<file path="src/rtl/ghost_pkg.sv">
// Shared types and constants for the GhostSD OTP keystream path.
package ghost_pkg;

  localparam int unsigned CNT_W_DEF = 16;

  // FSM encoding kept as plain constants for compatibility with older tools
  typedef logic [1:0] state_t;
  localparam state_t ST_IDLE = 2'd0;
  localparam state_t ST_RUN  = 2'd1;
  localparam state_t ST_DONE = 2'd2;

  // Index of one of the two keystream buffers
  typedef logic buf_idx_t;

endpackage

</file>
<file path="src/rtl/otp_pingpong_ctrl_if.sv">
// Handshake bundle between the ping-pong scheduler, sd and otp_gen.
interface otp_pingpong_ctrl_if
  import ghost_pkg::*;
#(
  parameter int unsigned CNT_W = CNT_W_DEF
);

  logic             istart;
  logic [CNT_W-1:0] iblock_count;
  logic             ogen_otp;
  logic             onew_otp;
  logic             iotp_done;
  buf_idx_t         owsel;
  buf_idx_t         orsel;
  logic             ootp_ready;
  logic             irelease;
  logic [CNT_W-1:0] oblock_idx;
  logic             obusy;
  logic             odone;
  logic             oerr;

  // Driver side: session control, otp_gen completion and sd release
  modport master (
    output istart, iblock_count, iotp_done, irelease,
    input  ogen_otp, onew_otp, owsel, orsel, ootp_ready,
           oblock_idx, obusy, odone, oerr
  );

  // Scheduler side
  modport slave (
    input  istart, iblock_count, iotp_done, irelease,
    output ogen_otp, onew_otp, owsel, orsel, ootp_ready,
           oblock_idx, obusy, odone, oerr
  );

endinterface

</file>
<file path="src/rtl/otp_pingpong_ctrl.sv">
// Ping-pong scheduler: overlaps otp_gen fills of one buffer with sd reads of the other.
module otp_pingpong_ctrl
  import ghost_pkg::*;
#(
  parameter int unsigned CNT_W = CNT_W_DEF
) (
  input  logic                iclk,
  input  logic                irst,
  otp_pingpong_ctrl_if.slave  bus
);

  state_t           state_q, state_d;
  logic [CNT_W-1:0] total_q, total_d;
  logic [CNT_W-1:0] gen_cnt_q, gen_cnt_d;
  logic [CNT_W-1:0] rel_cnt_q, rel_cnt_d;
  logic [1:0]       valid_q, valid_d;
  buf_idx_t         wsel_q, wsel_d;
  buf_idx_t         rsel_q, rsel_d;
  logic             gen_busy_q, gen_busy_d;
  logic             gen_otp_q, gen_otp_d;
  logic             new_otp_q, new_otp_d;
  logic             ready_q, ready_d;
  logic             busy_q, busy_d;
  logic             done_q, done_d;
  logic             err_q, err_d;
  logic             gen_elig;
  logic             err_set;

  // Next-state: generator issue/complete, consumer release and session FSM
  always_comb begin
    state_d    = state_q;
    total_d    = total_q;
    gen_cnt_d  = gen_cnt_q;
    rel_cnt_d  = rel_cnt_q;
    valid_d    = valid_q;
    wsel_d     = wsel_q;
    rsel_d     = rsel_q;
    gen_busy_d = gen_busy_q;
    gen_otp_d  = 1'b0;
    new_otp_d  = 1'b0;
    err_d      = err_q;
    err_set    = 1'b0;

    gen_elig = (state_q == ST_RUN) && !gen_busy_q && !valid_q[wsel_q] &&
               (gen_cnt_q < total_q);

    if (gen_elig) begin
      gen_otp_d  = 1'b1;
      new_otp_d  = (gen_cnt_q != '0);
      gen_busy_d = 1'b1;
    end

    // A completion only counts if a generation is outstanding
    if (bus.iotp_done) begin
      if (gen_busy_q) begin
        valid_d[wsel_q] = 1'b1;
        wsel_d          = ~wsel_q;
        gen_cnt_d       = gen_cnt_q + CNT_W'(1);
        gen_busy_d      = 1'b0;
      end else begin
        err_set = 1'b1;
      end
    end

    // A release only counts if the offered buffer holds keystream
    if (bus.irelease) begin
      if (ready_q) begin
        valid_d[rsel_q] = 1'b0;
        rsel_d          = ~rsel_q;
        rel_cnt_d       = rel_cnt_q + CNT_W'(1);
      end else begin
        err_set = 1'b1;
      end
    end

    case (state_q)
      ST_IDLE: begin
        if (bus.istart) begin
          err_d = 1'b0;
          if (bus.iblock_count == '0) begin
            state_d = ST_DONE;
          end else begin
            state_d    = ST_RUN;
            total_d    = bus.iblock_count;
            gen_cnt_d  = '0;
            rel_cnt_d  = '0;
            valid_d    = 2'b00;
            wsel_d     = 1'b0;
            rsel_d     = 1'b0;
            gen_busy_d = 1'b0;
          end
        end
      end
      ST_RUN: begin
        if (rel_cnt_q == total_q) state_d = ST_DONE;
      end
      ST_DONE: state_d = ST_IDLE;
      default: state_d = ST_IDLE;
    endcase

    if (err_set) err_d = 1'b1;

    done_d  = (state_d == ST_DONE);
    busy_d  = (state_d != ST_IDLE);
    ready_d = (state_d == ST_RUN) && valid_d[rsel_d];
  end

  // State and output registers, synchronous active-low reset
  always_ff @(posedge iclk) begin
    if (!irst) begin
      state_q    <= ST_IDLE;
      total_q    <= '0;
      gen_cnt_q  <= '0;
      rel_cnt_q  <= '0;
      valid_q    <= 2'b00;
      wsel_q     <= 1'b0;
      rsel_q     <= 1'b0;
      gen_busy_q <= 1'b0;
      gen_otp_q  <= 1'b0;
      new_otp_q  <= 1'b0;
      ready_q    <= 1'b0;
      busy_q     <= 1'b0;
      done_q     <= 1'b0;
      err_q      <= 1'b0;
    end else begin
      state_q    <= state_d;
      total_q    <= total_d;
      gen_cnt_q  <= gen_cnt_d;
      rel_cnt_q  <= rel_cnt_d;
      valid_q    <= valid_d;
      wsel_q     <= wsel_d;
      rsel_q     <= rsel_d;
      gen_busy_q <= gen_busy_d;
      gen_otp_q  <= gen_otp_d;
      new_otp_q  <= new_otp_d;
      ready_q    <= ready_d;
      busy_q     <= busy_d;
      done_q     <= done_d;
      err_q      <= err_d;
    end
  end

  assign bus.ogen_otp   = gen_otp_q;
  assign bus.onew_otp   = new_otp_q;
  assign bus.owsel      = wsel_q;
  assign bus.orsel      = rsel_q;
  assign bus.ootp_ready = ready_q;
  assign bus.oblock_idx = rel_cnt_q;
  assign bus.obusy      = busy_q;
  assign bus.odone      = done_q;
  assign bus.oerr       = err_q;

endmodule

</file>
<file path="src/flat_wrapper.sv">
// flat-port wrapper written by rule: the top's interface ports become plain ports
module otp_pingpong_ctrl_flat import ghost_pkg::*;
#(
  parameter int unsigned CNT_W = CNT_W_DEF
)
  (iclk, irst, bus_istart, bus_iblock_count, bus_iotp_done, bus_irelease, bus_ogen_otp, bus_onew_otp, bus_owsel, bus_orsel, bus_ootp_ready, bus_oblock_idx, bus_obusy, bus_odone, bus_oerr);
  otp_pingpong_ctrl_if #(.CNT_W(CNT_W)) bus_i ();
  input  logic iclk;
  input  logic irst;
  input wire logic [$bits(bus_i.istart)-1:0] bus_istart;
  input wire logic [$bits(bus_i.iblock_count)-1:0] bus_iblock_count;
  input wire logic [$bits(bus_i.iotp_done)-1:0] bus_iotp_done;
  input wire logic [$bits(bus_i.irelease)-1:0] bus_irelease;
  output wire logic [$bits(bus_i.ogen_otp)-1:0] bus_ogen_otp;
  output wire logic [$bits(bus_i.onew_otp)-1:0] bus_onew_otp;
  output wire logic [$bits(bus_i.owsel)-1:0] bus_owsel;
  output wire logic [$bits(bus_i.orsel)-1:0] bus_orsel;
  output wire logic [$bits(bus_i.ootp_ready)-1:0] bus_ootp_ready;
  output wire logic [$bits(bus_i.oblock_idx)-1:0] bus_oblock_idx;
  output wire logic [$bits(bus_i.obusy)-1:0] bus_obusy;
  output wire logic [$bits(bus_i.odone)-1:0] bus_odone;
  output wire logic [$bits(bus_i.oerr)-1:0] bus_oerr;
  assign bus_i.istart = bus_istart;
  assign bus_i.iblock_count = bus_iblock_count;
  assign bus_i.iotp_done = bus_iotp_done;
  assign bus_i.irelease = bus_irelease;
  assign bus_ogen_otp = bus_i.ogen_otp;
  assign bus_onew_otp = bus_i.onew_otp;
  assign bus_owsel = bus_i.owsel;
  assign bus_orsel = bus_i.orsel;
  assign bus_ootp_ready = bus_i.ootp_ready;
  assign bus_oblock_idx = bus_i.oblock_idx;
  assign bus_obusy = bus_i.obusy;
  assign bus_odone = bus_i.odone;
  assign bus_oerr = bus_i.oerr;
  otp_pingpong_ctrl #(.CNT_W(CNT_W)) u_core (.iclk(iclk), .irst(irst), .bus(bus_i));
endmodule
</file>
<file path="config.mk">
export PLATFORM = sky130hd
export DESIGN_NAME = otp_pingpong_ctrl_flat
export DESIGN_NICKNAME = d
export VERILOG_FILES = /design/src/rtl/ghost_pkg.sv /design/src/rtl/otp_pingpong_ctrl_if.sv /design/src/rtl/otp_pingpong_ctrl.sv /design/src/flat_wrapper.sv
export SDC_FILE = /design/constraint.sdc
export NUM_CORES = 1
export LEC_CHECK = 0
export ABC_AREA = 1
export CAP_MARGIN = 20
export CORE_MARGIN = 3
export CORE_UTILIZATION = 41
export CTS_CLUSTER_DIAMETER = 100
export DETAILED_ROUTE_END_ITERATION = 10
export DONT_BUFFER_PORTS = 1
export PLACE_DENSITY_LB_ADDON = 0.15
export SYNTH_ARGS = -nofsm -noshare
export SYNTH_HDL_FRONTEND = slang
export SYNTH_SLANG_ARGS = --single-unit
</file>
<file path="constraint.sdc">
create_clock -name iclk -period 3.1 [get_ports iclk]
set_input_delay 0.62 -clock iclk [delete_from_list [all_inputs] [get_ports iclk]]
set_output_delay 0.62 -clock iclk [all_outputs]
set_load 0.01 [all_outputs]
</file>
Word-level counts from Yosys, hierarchy flattened --
Index checks and enable logic that the tools add are counted.
Cells by class: order comparisons 6, mux-type cells 53, bitwise logic cells 6, reductions and logical operators 17, eq/ne operators 4, $add $sub $neg 2
Operators with widths (number):
- $mux 16 | 10
- $add 16x1->16 const B | 2
- $mux 1 | 30
- $mux 2 | 10
- $eq 16x16->1 | 1
- $logic_not 16->1 | 1
- $lt 16x16->1 | 1
- $reduce_bool 16->1 | 1
- $logic_and 1x1->1 | 6
- $lt 1x2->1 const B | 3
- $reduce_bool 2->1 | 3
- $eq 2x1->1 const B | 2
- $pmux 2 s2 | 1
- $reduce_and 2->1 | 2
- $not 1->1 | 3
- $reduce_and 3->1 | 1
- $and 2x2->2 | 1
- $demux 1 s1 | 2
- $eq 2x2->1 const B | 1
- $ge 1x1->1 const B | 2
- $logic_not 1->1 | 2
- $logic_not 2->1 | 1
- $not 2->2 | 1
- $or 2x2->2 | 1
Storage, ports and cells: output and inout bits 24, flip-flop bits (word level) 61, bits of input ports 21

Longest topological paths before layout --
Gate-level depths: netlist of the first run.
depth after elaboration 16, depth in mapped cells 11

Worst setup path before layout of the first run --
OpenSTA, ideal clock, no wires.
kind input to register, from in bus_irelease, to reg u_core.rel_cnt_q[14] (netlist: u_core.bus.oblock_idx[14]), buffers on the path 0, stages on the path 9, slack 1.576 ns, arrival time 1.404 ns, data required time 2.980 ns, library setup time 0.120 ns, path through nand2_2 -> nor2_4 -> nand2_1 -> nor2_1 -> inv_2 -> nor2_8 -> nand3_1 -> nand2_1 -> a21oi_1
On the way: cells in the longest elaborated chain, start to end 4
RTL lines:
- start, declared | line flat_wrapper.sv:13 | input wire logic [$bits(bus_i.irelease)-1:0] bus_irelease;
- $mux 16 (*) | line otp_pingpong_ctrl.sv:66 | if (bus.irelease) begin
- $mux 16 | line otp_pingpong_ctrl.sv:80 | if (bus.iblock_count == '0) begin
- $mux 16 | line otp_pingpong_ctrl.sv:78 | if (bus.istart) begin
- $mux 16 (*) | line otp_pingpong_ctrl.sv:76 | case (state_q)
- end signal, assigned | line otp_pingpong_ctrl.sv:129 | rel_cnt_q <= rel_cnt_d;
- end, declared | line otp_pingpong_ctrl.sv:15 | logic [CNT_W-1:0] rel_cnt_q, rel_cnt_d;
Every way passes the cells marked *; elsewhere a longest branch is shown, timed or not. A chain may end at the register's enable or synchronous reset.

Worst setup path in the final report of the first run --
from in bus_iblock_count[11], to reg u_core.gen_cnt_q[7]
On the way: cells in the longest elaborated chain, start to end 4
RTL lines:
- start, declared | line flat_wrapper.sv:11 | input wire logic [$bits(bus_i.iblock_count)-1:0] bus_iblock_count;
- $logic_not 16->1 | line otp_pingpong_ctrl.sv:80
- $mux 16 | line otp_pingpong_ctrl.sv:80
- $mux 16 | line otp_pingpong_ctrl.sv:78
- $mux 16 | line otp_pingpong_ctrl.sv:76
- end signal, assigned | line otp_pingpong_ctrl.sv:128 | gen_cnt_q <= gen_cnt_d;
- end, declared | line otp_pingpong_ctrl.sv:14 | logic [CNT_W-1:0] gen_cnt_q, gen_cnt_d;
No other way between the ends.

==> flow_summary.json, run 1 <==
{
  "final_core_util_pct": 45.83,
  "ys_ff_latch": 61,
  "layout_setup_ws_ns": 1.312,
  "fmax_ghz": 0.5594,
  "critPathKind": "primary input to flop",
  "critPathTopFamily": "simple AND/OR/NAND/NOR gates",
  "grtUsageMet1_pct": 25.12,
  "setup_viol": 0,
  "finalHoldViolCount": 0,
  "netlist_instances": 459,
  "nets": 502,
  "synth_top_family_by_area": "simple AND/OR/NAND/NOR gates",
  "muxShareOfSynthArea_pct": 0,
  "clk-insertion-delay-late_ns": 0.34,
  "drv_cap": 0,
  "finalCritPeriodShare_pct": 57.67,
  "grtUsageMet3_pct": 4.262,
  "cts_buffers": 9,
  "io_buffers": 0,
  "synth.top_cells.by_area": "dfxtp_1 37%, nand2_1 11%, nor2_1 7.2%",
  "routed_via_density": 4.923,
  "path_clk_slew_ns": 0.07,
  "wl_per_cell_um": 13.74,
  "synthFlopType": "dfxtp_1",
  "die_y_um": 95.59,
  "drcViolationCount": 0,
  "clock_sinks": 61,
  "dieArea_sq_mm": 0.009136,
  "synth_common_cells": "98 x nand2_1, 63 x nor2_1, 62 x inv_1",
  "cts_tree": "done",
  "grt.busiest_layer": "met2",
  "yosysWarnings": 0,
  "slew_violations": 0,
  "final_cells": 570,
  "use_met2_pct": 27.10,
  "multiInputGateArea_sq_mm": 0.001798,
  "place_inst": 554,
  "htreeDepth": 3,
  "initial_core_util_pct": 42.36,
  "seq_area_frac_synth_pct": 37.11,
  "wl_mm": 7.829,
  "hold_class": "primary input to flop",
  "endpoint_kind": "flop",
  "antenna_found_initial": 0,
  "synth_top_area_cell": "dfxtp_1",
  "grt_pass1_wl_mm": 12.61,
  "fp-row-count": 32,
  "netlist_area_sq_mm": 0.003291,
  "place_ws_ns": 0.9254,
  "async_flop_share_pct": 0,
  "synth-xor-area-share_pct": 4.791,
  "tightest_slew_ns": 0.7074,
  "path_max_fanout": 34,
  "antenna_left": 0,
  "grt_usage_pct": 18.13,
  "drt_pass1_iterations": 4,
  "fin_worst_skew_ns": 0.008406,
  "ctsHoldBuffers": 0,
  "synth.top_cell.area_share_pct": 37.11,
  "cp_data_arrival_time_ns": 2.06,
  "postCtsResizedCells": 0,
  "diodes": 0,
  "rsz0062_at_grt": "no",
  "place_hpwl_mm": 6.051,
  "core_area_sq_mm": 0.007767,
  "leakage_nw": 1.561,
  "cpPeakStageDelay_ns": 0.39,
  "critPathRequiredTime_ns": 3.37,
  "vias": 2806,
  "synth_edf_count": 0,
  "slew_headroom_pct": 52.67,
  "finalSetupTns_ns": 0,
  "die_w_um": 95.59,
  "status": "finished, final reports clean",
  "synth_fp_nets": 498,
  "grt_overflow_total": 0,
  "crit_slowest_cell": "nand2_2",
  "synth_cell_type_count": 34,
  "seq_area_sq_mm": 0.001221,
  "synth.most_common_cell": "nand2_1",
  "synthSimpleGateAreaFrac_pct": 31.25,
  "cp-start-kind": "primary input",
  "critPathBufInv": 1,
  "syn2layout_area_growth_pct": 8.175,
  "cts.path.max_buffers": 2,
  "grt_max_degree": 35,
  "peakVddDrop_mv": 0.2210,
  "io_pins": 45,
  "synth_adder_area_share_pct": 6.844,
  "drive_above_1_share_pct": 7.265,
  "period_needed_ns": 1.788,
  "root_buffer": "clkbuf_8",
  "synth_compound_area_share_pct": 11.75,
  "grt_pass1_vias": 2572,
  "fillers": 828,
  "powerDensity_mw_per_mm2": 448.6,
  "cts_setup_buffers": 0,
  "avgSynthCellArea_sq_um": 7.169,
  "globalplace.congestion": 0.8039,
  "drtIter0Drc": 114,
  "cp_cell_sequence": "nor2_1 > nand2_1 > nor2_1 > nand2_1 > nand2_2 > nand2_2 > inv_1 > o21ai_0 > a21oi_1"
}
-- flip-flops by register name, summed over array words and instances, names as in the netlist --
signal,count
u_core.total_q,16
u_core.bus.obusy,1
u_core.state_q,2
u_core.gen_cnt_q,16
u_core.bus.onew_otp,1
u_core.bus.orsel,1
u_core.bus.oblock_idx,16
u_core.bus.ogen_otp,1
u_core.bus.owsel,1
u_core.bus.odone,1
u_core.gen_busy_q,1
u_core.valid_q,2
u_core.bus.ootp_ready,1
u_core.bus.oerr,1
-- stage by stage --
stage                     total power [W]  area, sq um  hold WS (ns)
final                            0.001597         3560        0.4220
after global routing             0.001680         3560        0.4217
after CTS                        0.001618         3560        0.4059
after detailed placement        0.0009966         3391        0.4968
after global placement          0.0009930         3391        0.4942
after floorplan                 0.0009599         3291        0.4591
-- kinds of logic (layout without fill, tap and decap cells) --
group,Yosys count,after routing
buffers and inverters,71,80
AOI/OAI and AO/OA,73,73
xor gates and xnor gates,18,18
DFF,61,61
adders and majority gates,18,18
and+or+nand+nor,218,218
-- cell type report --
cell class | count | share of cell area, %
Tap cell | 102 | 3.585
Clock buffer | 12 | 4.077
Timing Repair Buffer | 1 | 0.2109
Multi-Input combinational cell | 327 | 50.51
Inverter | 63 | 6.643
Clock inverter | 4 | 0.6678
Sequential cell | 61 | 34.31
-- placed cells by master, fill, tap and decap left out, types with 11 or more instances in the layout --
| master | Yosys | layout |
|---|---|---|
| a21oi_1 | 43 | 43 |
| dfxtp_1 | 61 | 61 |
| ha_1 | 18 | 18 |
| inv_1 | 62 | 62 |
| nand2_1 | 98 | 98 |
| nand3_1 | 16 | 16 |
| nor2_1 | 63 | 63 |
| nor3_1 | 11 | 11 |
| o21ai_0 | 21 | 21 |
| xor2_1 | 17 | 17 |
-- report_power, final --
part / total (W) / switching (W) / internal [W]
sequential: 0.000827 / 0.0000184 / 0.000809
clock: 0.000619 / 0.000310 / 0.000310
combinational: 0.000151 / 0.0000992 / 0.0000514
-- metal layers --
metal | part of all wire [%] | wire (um)
met4 | 1.6 | 128
met1 | 49 | 3867
met2 | 43 | 3362
met5 | 0 | 0
met3 | 6.0 | 470
-- final timing paths --
path,startpoint,to,slack (ns),depth (start not counted)
setup / recovery,bus_iblock_count[11],u_core.gen_cnt_q[7]$_SDFF_PN0_,1.31,9
hold / removal,irst,u_core.total_q[3]$_SDFFE_PN0P_,0.42,2
setup reg to reg,u_core.state_q[0]$_SDFF_PN0_,u_core.gen_cnt_q[7]$_SDFF_PN0_,1.31,8
hold reg to reg,u_core.total_q[2]$_SDFFE_PN0P_,u_core.total_q[2]$_SDFFE_PN0P_,0.50,2
(Power assumes the default switching activity.)
==> run 2: changes to the inputs <==
==> constraint.sdc (replaced) <==
create_clock -name iclk -period 1.8 [get_ports iclk]
set_input_delay 0.36 -clock iclk [delete_from_list [all_inputs] [get_ports iclk]]
set_output_delay 0.36 -clock iclk [all_outputs]
set_load 0.01 [all_outputs]
==> run 2 against run 1 <==
Via count grew 0.86%. Combinational power grew 75%. Sequential share of layout area shrank 0.58 points. Critical endpoint is now u_core.bus.onew_otp$_SDFF_PN0_. Worst hold slack lost 0.25 ns. Cell count grew 1.2%. Clock power grew 78%. Wire length grew 1.6%. Non-clock buffer count grew 7. Largest cell class unchanged. Register-to-register slack lost 1.2 ns. Design area grew 1.7%. Critical path type is now flop to flop. Die area is the same. Utilization grew 0.79 points.
==> flow_summary.json, run 2 (synthesized netlist as in run 1, its figures left out) <==
{
  "routed_via_density": 4.905,
  "rsz0062_at_grt": "no",
  "clock_sinks": 61,
  "cts_buffers": 9,
  "drtIter0Drc": 106,
  "drv_cap": 0,
  "layout_commonest_cell": "nand2_1",
  "slew_violations": 0,
  "final_cell_mix": "98 x nand2_1, 63 x nor2_1, 62 x inv_1, 61 x dfxtp_1, 43 x a21oi_1",
  "antenna_left": 0,
  "powerDensity_mw_per_mm2": 769.6,
  "die_w_um": 95.59,
  "tightest_slew_ns": 0.3491,
  "crit_slowest_cell": "dfxtp_1",
  "design_area_sq_mm": 0.003621,
  "grt_overflow_total": 0,
  "fmax_ghz": 0.6089,
  "wl_per_cell_um": 13.79,
  "cpPeakStageDelay_ns": 0.33,
  "cp_data_arrival_time_ns": 1.92,
  "syn2layout_area_growth_pct": 10.04,
  "status": "finished, final reports clean",
  "postCtsResizedCells": 0,
  "antenna_found_initial": 0,
  "cp-start-kind": "flop",
  "grt_pass1_vias": 2605,
  "cp_cell_sequence": "inv_1 > ha_1 > nand2_1 > nand2_1 > a21oi_1 > o211ai_1 > nor2_1 > nand3_1 > nor2_1",
  "drt_pass1_iterations": 4,
  "core_area_sq_mm": 0.007767,
  "cts.path.max_buffers": 2,
  "critPathKind": "flop to flop",
  "ctsHoldBuffers": 0,
  "clk-insertion-delay-late_ns": 0.34,
  "peakVddDrop_mv": 0.2845,
  "io_pins": 45,
  "path_clk_slew_ns": 0.07,
  "wl_mm": 7.954,
  "die_y_um": 95.59,
  "fin_worst_skew_ns": 0.004433,
  "critPathRequiredTime_ns": 2.08,
  "period_needed_ns": 1.642,
  "htreeDepth": 3,
  "place_hpwl_mm": 6.247,
  "placedInstanceArea_sq_mm": 0.003443,
  "io_buffers": 0,
  "setup_viol": 0,
  "hold_class": "primary input to flop",
  "endpoint_kind": "flop",
  "fp-row-count": 32,
  "nets": 509,
  "holdWs_ns": 0.1678,
  "initial_core_util_pct": 42.36,
  "finalHoldViolCount": 0,
  "drive_above_1_share_pct": 8.842,
  "drcViolationCount": 0,
  "cts_setup_buffers": 0,
  "dieArea_sq_mm": 0.009136,
  "root_buffer": "clkbuf_8",
  "grt_max_degree": 32,
  "vias": 2830,
  "leakage_nw": 1.599,
  "grt_pass1_wl_mm": 12.94,
  "finalCritPeriodShare_pct": 91.24,
  "path_max_fanout": 3,
  "cts_tree": "done",
  "globalplace.congestion": 0.8113,
  "diodes": 0,
  "grt_usage_pct": 18.69,
  "slew_headroom_pct": 76.69,
  "finalSetupTns_ns": 0
}
## run 2: per-stage QoR
| step | worst slack [ns] | cells | power (W) | util, % |
|---|---|---|---|---|
| after global routing | 0.02177 | 577 | 0.002932 | 46.62 |
| after floorplan | 0.3399 | 459 | 0.001653 | - |
| after detailed placement | 0.1888 | 561 | 0.001721 | 44.33 |
| after CTS | 0.1574 | 577 | 0.002834 | 46.62 |
| after global placement | 0.1951 | 561 | 0.001717 | 44.33 |
| final | 0.1577 | 577 | 0.002787 | 46.62 |
## run 2: worst paths after layout
kind | start | to | slack [ns] | cells after the start
hold / removal | irst | u_core.total_q[10]$_SDFFE_PN0P_ | 0.17 | 2
setup reg to reg | u_core.total_q[15]$_SDFFE_PN0P_ | u_core.bus.onew_otp$_SDFF_PN0_ | 0.16 | 9
hold reg to reg | u_core.total_q[6]$_SDFFE_PN0P_ | u_core.total_q[6]$_SDFFE_PN0P_ | 0.51 | 2
setup / recovery | u_core.total_q[15]$_SDFFE_PN0P_ | u_core.bus.onew_otp$_SDFF_PN0_ | 0.16 | 9
## run 2: where the power goes
part	internal (W)	total [W]	switching [W]
Clock	0.000568	0.00110	0.000530
Combinational	0.0000929	0.000265	0.000172
Sequential	0.00139	0.00142	0.0000313
## run 2: per-layer routing
metal / global-route usage, % / wire length, um / vias to the layer above
li1: - / - / 1497
met1: 24.98 / 3770 / 1267
met2: 28.20 / 3500 / 57
met3: 5.683 / 564 / 9
met4: 7.109 / 119 / 0
met5: 0 / 0 / -
## run 2: final cells by class
cell class | instances | area [sq um]
Tap cell | 102 | 127.6
Fill cell | 835 | 4146
Inverter | 63 | 236.5
Clock inverter | 4 | 22.52
Timing Repair Buffer | 8 | 60.06
Clock buffer | 12 | 155.1
Multi-Input combinational cell | 327 | 1798
Sequential cell | 61 | 1221
## run 2: worst max-delay path: cells and delay by family, from the launching register on
| kind | cells | cell delay, ns |
|---|---|---|
| AND/OR/NAND/NOR | 5 | 0.56 |
| flip-flops | 1 | 0.33 |
| adder cells (fa/ha/maj) | 1 | 0.31 |
| AO/OA/AOI/OAI | 2 | 0.29 |
| buffers and inverters | 1 | 0.08 |
